**config.mk**
```make
export PLATFORM = sky130hd
export DESIGN_NAME = alu_result_buffer
export DESIGN_NICKNAME = d
export VERILOG_FILES = /design/src/rtl/alu_result_buffer_pkg.sv /design/src/rtl/alu_result_buffer_entry.sv /design/src/rtl/alu_result_buffer.sv
export SDC_FILE = /design/constraint.sdc
export NUM_CORES = 1
export LEC_CHECK = 0
export BUFFER_PORTS_ARGS = -buffer_cell sky130_fd_sc_hd__buf_2
export CAP_MARGIN = 20
export CELL_PAD_IN_SITES_DETAIL_PLACEMENT = 1
export CELL_PAD_IN_SITES_GLOBAL_PLACEMENT = 1
export CORE_MARGIN = 4
export CORE_UTILIZATION = 34
export CTS_CLUSTER_SIZE = 14
export DETAILED_ROUTE_END_ITERATION = 6
export GPL_TIMING_DRIVEN = 0
export PLACE_DENSITY = 0.74
export RECOVER_POWER = 50
export SLEW_MARGIN = 0
export SYNTH_ARGS = -nofsm -noshare
export SYNTH_HDL_FRONTEND = slang
export SYNTH_SLANG_ARGS = --single-unit
```
**constraint.sdc**
```tcl
create_clock -name clock_in -period 3.2 [get_ports clock_in]
set_input_delay 0.48 -clock clock_in [delete_from_list [all_inputs] [get_ports clock_in]]
set_output_delay 0.48 -clock clock_in [all_outputs]
set_load 0.005 [all_outputs]
```
**src/rtl/alu_result_buffer_pkg.sv**
```systemverilog
// Shared constants for the execute-stage ALU result buffer.
// Optional forwarding export is enabled with ALU_RESULT_BUFFER_FWD_EN.
package alu_result_buffer_pkg;

    localparam int unsigned XLEN_DEFAULT    = 32;
    localparam int unsigned RADDR_W_DEFAULT = 5;

    localparam int unsigned WB_EN_W = 1;

    localparam int unsigned BUF_DEPTH = 2;
    localparam int unsigned COUNT_W   = 2;

endpackage

```
**src/rtl/alu_result_buffer_entry.sv**
```systemverilog
// One storage slot of the ALU result buffer: loads on write, clears synchronously.
// Used by alu_result_buffer (see ALU_RESULT_BUFFER_FWD_EN there).
module result_entry_reg
    import alu_result_buffer_pkg::*;
#(
    parameter int unsigned XLEN    = XLEN_DEFAULT,
    parameter int unsigned RADDR_W = RADDR_W_DEFAULT
) (
    input  logic               clock_in,
    input  logic               clear_in,
    input  logic               write_in,
    input  logic [XLEN-1:0]    result_in,
    input  logic [RADDR_W-1:0] rd_addr_in,
    input  logic [WB_EN_W-1:0] wb_en_in,
    output logic [XLEN-1:0]    result_out,
    output logic [RADDR_W-1:0] rd_addr_out,
    output logic [WB_EN_W-1:0] wb_en_out
);

    always_ff @(posedge clock_in) begin
        if (clear_in) begin
            result_out  <= '0;
            rd_addr_out <= '0;
            wb_en_out   <= '0;
        end else if (write_in) begin
            result_out  <= result_in;
            rd_addr_out <= rd_addr_in;
            wb_en_out   <= wb_en_in;
        end
    end

endmodule

```
**src/rtl/alu_result_buffer.sv**
```systemverilog
// Two-entry elastic buffer between the ALU and writeback, valid/ready on both sides.
// Define ALU_RESULT_BUFFER_FWD_EN to export the head entry as a forwarding source.
module alu_result_buffer
    import alu_result_buffer_pkg::*;
#(
    parameter int unsigned XLEN    = XLEN_DEFAULT,
    parameter int unsigned RADDR_W = RADDR_W_DEFAULT
) (
    input  logic               clock_in,
    input  logic               reset_in,
    input  logic               flush_in,
    input  logic               valid_in,
    input  logic [XLEN-1:0]    result_in,
    input  logic [RADDR_W-1:0] rd_addr_in,
    input  logic               wb_en_in,
    output logic               ready_out,
    output logic               valid_out,
    output logic [XLEN-1:0]    result_out,
    output logic [RADDR_W-1:0] rd_addr_out,
    output logic               wb_en_out,
    input  logic               ready_in
`ifdef ALU_RESULT_BUFFER_FWD_EN
    ,
    output logic               fwd_valid_out,
    output logic [RADDR_W-1:0] fwd_addr_out,
    output logic [XLEN-1:0]    fwd_data_out
`endif
);

    logic [COUNT_W-1:0] count;
    logic               rd_ptr;
    logic               wr_ptr;
    logic               do_push;
    logic               do_pop;
    logic               wb_en_store;

    logic [XLEN-1:0]    entry_result [BUF_DEPTH];
    logic [RADDR_W-1:0] entry_rd     [BUF_DEPTH];
    logic [WB_EN_W-1:0] entry_wb     [BUF_DEPTH];

    // Ready and valid come from registered count only, so no ready_in -> ready_out path.
    assign ready_out = (count != COUNT_W'(BUF_DEPTH));
    assign valid_out = (count != '0);

    assign do_push = valid_in && ready_out && !flush_in;
    assign do_pop  = valid_out && ready_in && !flush_in;

    // Writes to x0 never reach the register file, so drop the enable at capture.
    assign wb_en_store = wb_en_in && (rd_addr_in != '0);

    for (genvar i = 0; i < BUF_DEPTH; i++) begin : g_entry
        result_entry_reg #(
            .XLEN    (XLEN),
            .RADDR_W (RADDR_W)
        ) u_entry (
            .clock_in    (clock_in),
            .clear_in    (reset_in),
            .write_in    (do_push && (wr_ptr == 1'(i))),
            .result_in   (result_in),
            .rd_addr_in  (rd_addr_in),
            .wb_en_in    (wb_en_store),
            .result_out  (entry_result[i]),
            .rd_addr_out (entry_rd[i]),
            .wb_en_out   (entry_wb[i])
        );
    end

    always_ff @(posedge clock_in) begin
        if (reset_in || flush_in) begin
            count  <= '0;
            rd_ptr <= 1'b0;
            wr_ptr <= 1'b0;
        end else begin
            if (do_push) begin
                wr_ptr <= ~wr_ptr;
            end
            if (do_pop) begin
                rd_ptr <= ~rd_ptr;
            end
            case ({do_push, do_pop})
                2'b10:   count <= count + COUNT_W'(1);
                2'b01:   count <= count - COUNT_W'(1);
                default: count <= count;
            endcase
        end
    end

    // Head fields are zeroed when empty so stale slots never leak downstream.
    always_comb begin
        result_out  = '0;
        rd_addr_out = '0;
        wb_en_out   = 1'b0;
        if (valid_out) begin
            result_out  = entry_result[rd_ptr];
            rd_addr_out = entry_rd[rd_ptr];
            wb_en_out   = entry_wb[rd_ptr][0];
        end
    end

`ifdef ALU_RESULT_BUFFER_FWD_EN
    assign fwd_valid_out = valid_out && wb_en_out;
    assign fwd_addr_out  = rd_addr_out;
    assign fwd_data_out  = result_out;
`endif

endmodule
```
==> flow_summary.ini, run 1 <==
[timing]
max_freq_ghz = 0.407
setup_tns_ns = 0
whs_ns = 0.408
grt_setup_unrepaired = no
setup_viol = 0
hold_viol = 0
worst_slew_pin_slew_ns = 0.655
maxSlewViolCount = 0
fin_crit_ns = 2.46
worst_clock_skew_ns = 0.00537
slew-limit-headroom = 0.564
fin_crit_sh = 0.768
fin_ws_ns = 0.743

[die]
core_area_um2 = 11400
fp.dieH_um = 116
rows = 39
num_io_pins = 83
start_util = 0.348
die_area_um2 = 13500
die_w_um = 116

[logic_synthesis]
ys_seq_area_frac = 0.403
synthArstFlopShare = 0
synth.distinct_cells = 34
syn_inst = 416
syn_nets = 460
yosysWarnings = 0
avgSynthCellArea_um2 = 9.55
netlist_area_um2 = 3970
synth-edff-count = 0
synth-main-ff-cell = dfxtp_1
ys_ff_latch = 80

[clock_tree]
htreeDepth = 3
clk_latency_ns = 0.34
postCtsHoldBufs = 0
cts_tree = built
ctsResizeCount = 0
root_buffer = clkbuf_16
cts.sinks = 80
path_clk_slew_ns = 0.06
cts_setup_buffers = 0
numCtsBuffers = 9
cts_buffer_depth = 2

[power_and_ir_drop]
ir_worst_vdd_mv = 0.245
p_per_area_nw_per_um2 = 493
finalPower_mw = 2.37
p_leak_nw = 1.77

[drt]
drc = 0
drt_pass1_iterations = 4
wl_um = 12100
wl_per_cell_um = 18.4
via_per_inst = 5.29
initialDrtViolationCount = 133
ant_nets = 0
vias = 3475

[placed_design]
dp_hpwl_um = 8640
gp_congestion = 0.734
dp_cells = 641
portBuffers = 82
placedInstanceArea_um2 = 4560
dp_slack_ns = 1.07

[status]
status = finished clean

[worst_hold_path]
min_path_type = in2reg
min_from = wb_en_in

[grt]
grt_pass1_wl_um = 19400
gr-total-overflow = 0
grt_max_degree = 15
grt_use_total = 0.185
grt_pass1_vias = 3772
antenna_found_initial = 0

[layout]
post-route-cell-area_um2 = 4810
nNetsFinal = 553
finalNonFillerCells = 657
num-fill-cells = 1391
antennaDiodeCount = 0
drive_above_1_share = 0.263
finish.utilization = 0.421
area_growth_pct = 21.1

[setup_path]
critPathArrivalTime_ns = 1.98
cp_max_fo = 10
worstSetupPathType = reg2out
cp.required_ns = 2.72
cp-start-kind = register
rr_startpoint = count[1]
crit_start = count[0]
critPathCaptureType = output pin

[run]
max_cap_viol_count = 0
power breakdown:
group          total, mW  switching (mW)  leakage, nW  internal (mW)
Combinational      0.220           0.131        0.964         0.0882
Clock               1.11           0.422        0.156          0.684
Sequential          1.05          0.0190        0.650           1.03
Total               2.37           0.572         1.77           1.80
cells in the mapped netlist (2+ instances only):
library cell,n,area share
dfxtp_1,80,0.40
mux2i_1,75,0.19
nor2_1,43,0.041
nand2_1,40,0.038
nand2b_1,37,0.058
nor4_1,29,0.046
a31o_1,24,0.053
clkbuf_1,20,0.019
a31o_2,13,0.029
buf_2,12,0.015
nor4_2,8,0.025
buf_12,3,0.015
buf_6,3,0.0085
a21oi_1,2,0.0025
buf_4,2,0.0038
inv_1,2,0.0019
nor2b_1,2,0.0031
o21ai_0,2,0.0025
o311ai_2,2,0.0082
o41ai_1,2,0.0044
xor2_1,2,0.0044
critical path: stages, from the launching register on:
cell	delay, ns
dfxtp_1	0.35
nor2_1	0.28
clkbuf_1	0.47
buf_2	0.32
nor2_1	0.07
buf_2	0.13
area by class of cell:
class,count,area [um2],area share
Multi-Input combinational cell,291,2060,0.428
Clock buffer,9,225,0.0468
Clock inverter,7,95.1,0.0198
Tap cell,143,179,0.0372
Sequential cell,80,1600,0.333
Inverter,4,16.3,0.00338
Timing Repair Buffer,82,409,0.0850
Buffer,41,228,0.0473
sequential cells by signal, summed over array words and instances, names as in the netlist:
signal / count
g_entry.u_entry.wb_en_out: 2
rd_ptr: 1
g_entry.u_entry.result_out: 64
count: 2
g_entry.u_entry.rd_addr_out: 10
wr_ptr: 1
placed cells by master (no fill, tap or decap):
| cell | synthesis | routed |
|---|---|---|
| a21o_1 | 1 | 1 |
| a21oi_1 | 2 | 2 |
| a31o_1 | 24 | 24 |
| a31o_2 | 13 | 13 |
| buf_12 | 3 | 3 |
| buf_2 | 12 | 89 |
| buf_4 | 2 | 2 |
| buf_6 | 3 | 1 |
| bufinv_16 | 0 | 2 |
| clkbuf_1 | 20 | 28 |
| clkbuf_16 | 0 | 9 |
| clkinv_2 | 0 | 2 |
| clkinv_4 | 0 | 1 |
| clkinvlp_2 | 0 | 1 |
| clkinvlp_4 | 0 | 1 |
| dfxtp_1 | 80 | 80 |
| ha_1 | 1 | 1 |
| inv_1 | 2 | 2 |
| inv_2 | 1 | 1 |
| inv_6 | 0 | 1 |
| mux2i_1 | 75 | 75 |
| nand2_1 | 40 | 40 |
| nand2b_1 | 37 | 37 |
| nand2b_2 | 1 | 1 |
| nand3_1 | 1 | 2 |
| nor2_1 | 43 | 43 |
| nor2b_1 | 2 | 2 |
| nor3_4 | 1 | 1 |
| nor4_1 | 29 | 33 |
| nor4_2 | 8 | 4 |
| o21ai_0 | 2 | 2 |
| o311ai_2 | 2 | 2 |
| o41ai_1 | 2 | 2 |
| or2_2 | 1 | 1 |
| or3_1 | 1 | 1 |
| or4_1 | 1 | 1 |
| xnor2_1 | 1 | 1 |
| xor2_1 | 2 | 2 |
routing by layer:
layer | wire [um] | part of all wire | vias up | global-route usage
met5 | 0 | 0 | - | 0
met1 | 5100 | 0.42 | 1732 | 0.219
met4 | 194 | 0.016 | 0 | 0.0626
met3 | 458 | 0.038 | 15 | 0.0352
met2 | 6340 | 0.52 | 67 | 0.336
li1 | - | - | 1661 | -
kinds of logic after synthesis:
| group | share of synthesized area |
|---|---|
| flops | 0.403 |
| xor+xnor | 0.00661 |
| simple gates | 0.228 |
| mux | 0.189 |
| buf+inv | 0.0696 |
| compound gates | 0.101 |
| fa+ha+maj | 0.00315 |
path summary, 6_finish.rpt:
check | to | slack [ns] | cells past startpoint
hold / removal | g_entry[1].u_entry.wb_en_out | 0.41 | 3
setup reg to reg | g_entry[0].u_entry.rd_addr_out[0] | 0.84 | 6
setup / recovery | result_out[20] | 0.74 | 5
hold reg to reg | g_entry[1].u_entry.result_out[18] | 0.46 | 2
No activity file was read; power rests on OpenSTA's default activity.
==> run 2: changes to the inputs <==
Clock period 3.2 ns to 2.29 ns, I/O delays scaled along.
==> run 2 against run 1 <==
Critical endpoint is now g_entry[1].u_entry.result_out[19]. Register-to-register slack got worse by 0.64 ns. First-iteration DRC count fell by 6.0%. Sequential power up 39%. Largest power group unchanged. Clock power up 39%.
==> flow_summary.ini, run 2 (synthesis results as in run 1) <==
[layout]
antennaDiodeCount = 0
num-fill-cells = 1389
reg.largest.list = g_entry.u_entry.result_out x64, g_entry.u_entry.rd_addr_out x10
drive_above_1_share = 0.259
nNetsFinal = 552
final_common_cell = buf_2
finish.utilization = 0.418
area_growth_pct = 20.0
largest_register_ffs = 64
layout_common_cells = buf_2, dfxtp_1, mux2i_1
largest_register = g_entry.u_entry.result_out

[clock_tree]
cts_tree = built
numCtsBuffers = 9
path_clk_slew_ns = 0.06
clk_latency_ns = 0.34
cts_buffer_depth = 2
root_buffer = clkbuf_16
cts.sinks = 80
postCtsHoldBufs = 0
htreeDepth = 3

[die]
num_io_pins = 83
die_w_um = 116
die_area_um2 = 13500
core_area_um2 = 11400
rows = 39
start_util = 0.348
fp.dieH_um = 116

[timing]
slew-limit-headroom = 0.482
maxSlewViolCount = 0
hold_viol = 0
max_freq_ghz = 0.479
grt_setup_unrepaired = no
worst_slew_pin_slew_ns = 0.777
fin_crit_ns = 2.09
setup_viol = 0
worst_clock_skew_ns = 0.00505
setup_tns_ns = 0
fin_crit_sh = 0.912

[placed_design]
gp_congestion = 0.734
dp_hpwl_um = 8640
portBuffers = 82

[setup_path]
crit_chain = nor2b_1 -> clkbuf_1 -> nor3_4 -> buf_6 -> clkbuf_1 -> mux2i_1
worstSetupPathType = reg2reg
cp.required_ns = 2.55
worst_path_max_delay_cell = clkbuf_1
crit_buf_inv = 3
cp-start-kind = register
cp_top_family = buffers and inverters
crit_path_max_incr_delay_ns = 0.61
critPathCaptureType = register
critPathArrivalTime_ns = 2.35
cp_max_fo = 10
cpMostUsedCell = clkbuf_1

[status]
status = finished clean

[grt]
grt_pass1_vias = 3772
grt_pass1_wl_um = 19400
gr-total-overflow = 0
antenna_found_initial = 0
grt_max_degree = 15
grt_use_total = 0.185

[drt]
wl_per_cell_um = 18.5
ant_nets = 0
wl_um = 12100
vias = 3466
via_per_inst = 5.28
drc = 0
initialDrtViolationCount = 125
drt_pass1_iterations = 4

[power_and_ir_drop]
p_leak_nw = 1.80
p_per_area_nw_per_um2 = 694
ir_worst_vdd_mv = 0.343

[worst_hold_path]
min_path_type = in2reg

[run]
max_cap_viol_count = 0
run 2: metrics by stage:
stage               area, um2  instances  setup WS [ns]  hold slack (ns)  power (mW)
finish                   4770        656          0.202            0.267        3.31
global route             4770        656         0.0567            0.294        3.44
floorplan                3970        416          0.700            0.434        1.68
global placement         4560        641          0.322            0.440        1.79
CTS                      4880        657         0.0546            0.265        3.35
detailed placement       4560        641          0.294            0.450        1.81
run 2: path summary, 6_finish.rpt:
check                                     from                                end  slack (ns)  cells after the start
max                                   count[0]  g_entry[1].u_entry.result_out[19]        0.20                      6
min                                   wb_en_in       g_entry[1].u_entry.wb_en_out        0.27                      3
max reg2reg                           count[0]  g_entry[1].u_entry.result_out[19]        0.20                      6
min reg2reg  g_entry[1].u_entry.result_out[18]  g_entry[1].u_entry.result_out[18]        0.46                      2
run 2: area by class of cell:
class	instances	area [um2]	area share
buffer	40	206	0.0433
clock buffer	9	225	0.0472
clock inverter	7	95.1	0.0199
inverter	4	17.5	0.00367
multi-input combinational	291	2030	0.426
sequential	80	1600	0.336
tap	143	179	0.0375
timing repair buffer	82	410	0.0861
run 2: report_power, final:
part / leakage, nW / internal [mW] / switching, mW / total, mW
clock network: 0.156 / 0.956 / 0.588 / 1.54
logic: 0.996 / 0.122 / 0.182 / 0.304
registers: 0.650 / 1.44 / 0.0265 / 1.46
run 2: tightest hold or removal path, stage by stage:
cell and delay (ns):
buf_2 0.11, nand2_1 0.06, o41ai_1 0.05
run 2: timing repair:
action | in CTS | in global routing
endpoints found under the setup margin | 10 | 11
buffers inserted | 0 | 0
resized for setup | 1 | 1
run 2: metal layers:
metal / global-route usage / wire [um] / vias to the layer above
li1: - / - / 1660
met1: 0.219 / 5110 / 1724
met2: 0.336 / 6380 / 64
met3: 0.0352 / 445 / 18
met4: 0.0626 / 203 / 0
met5: 0 / 0 / -
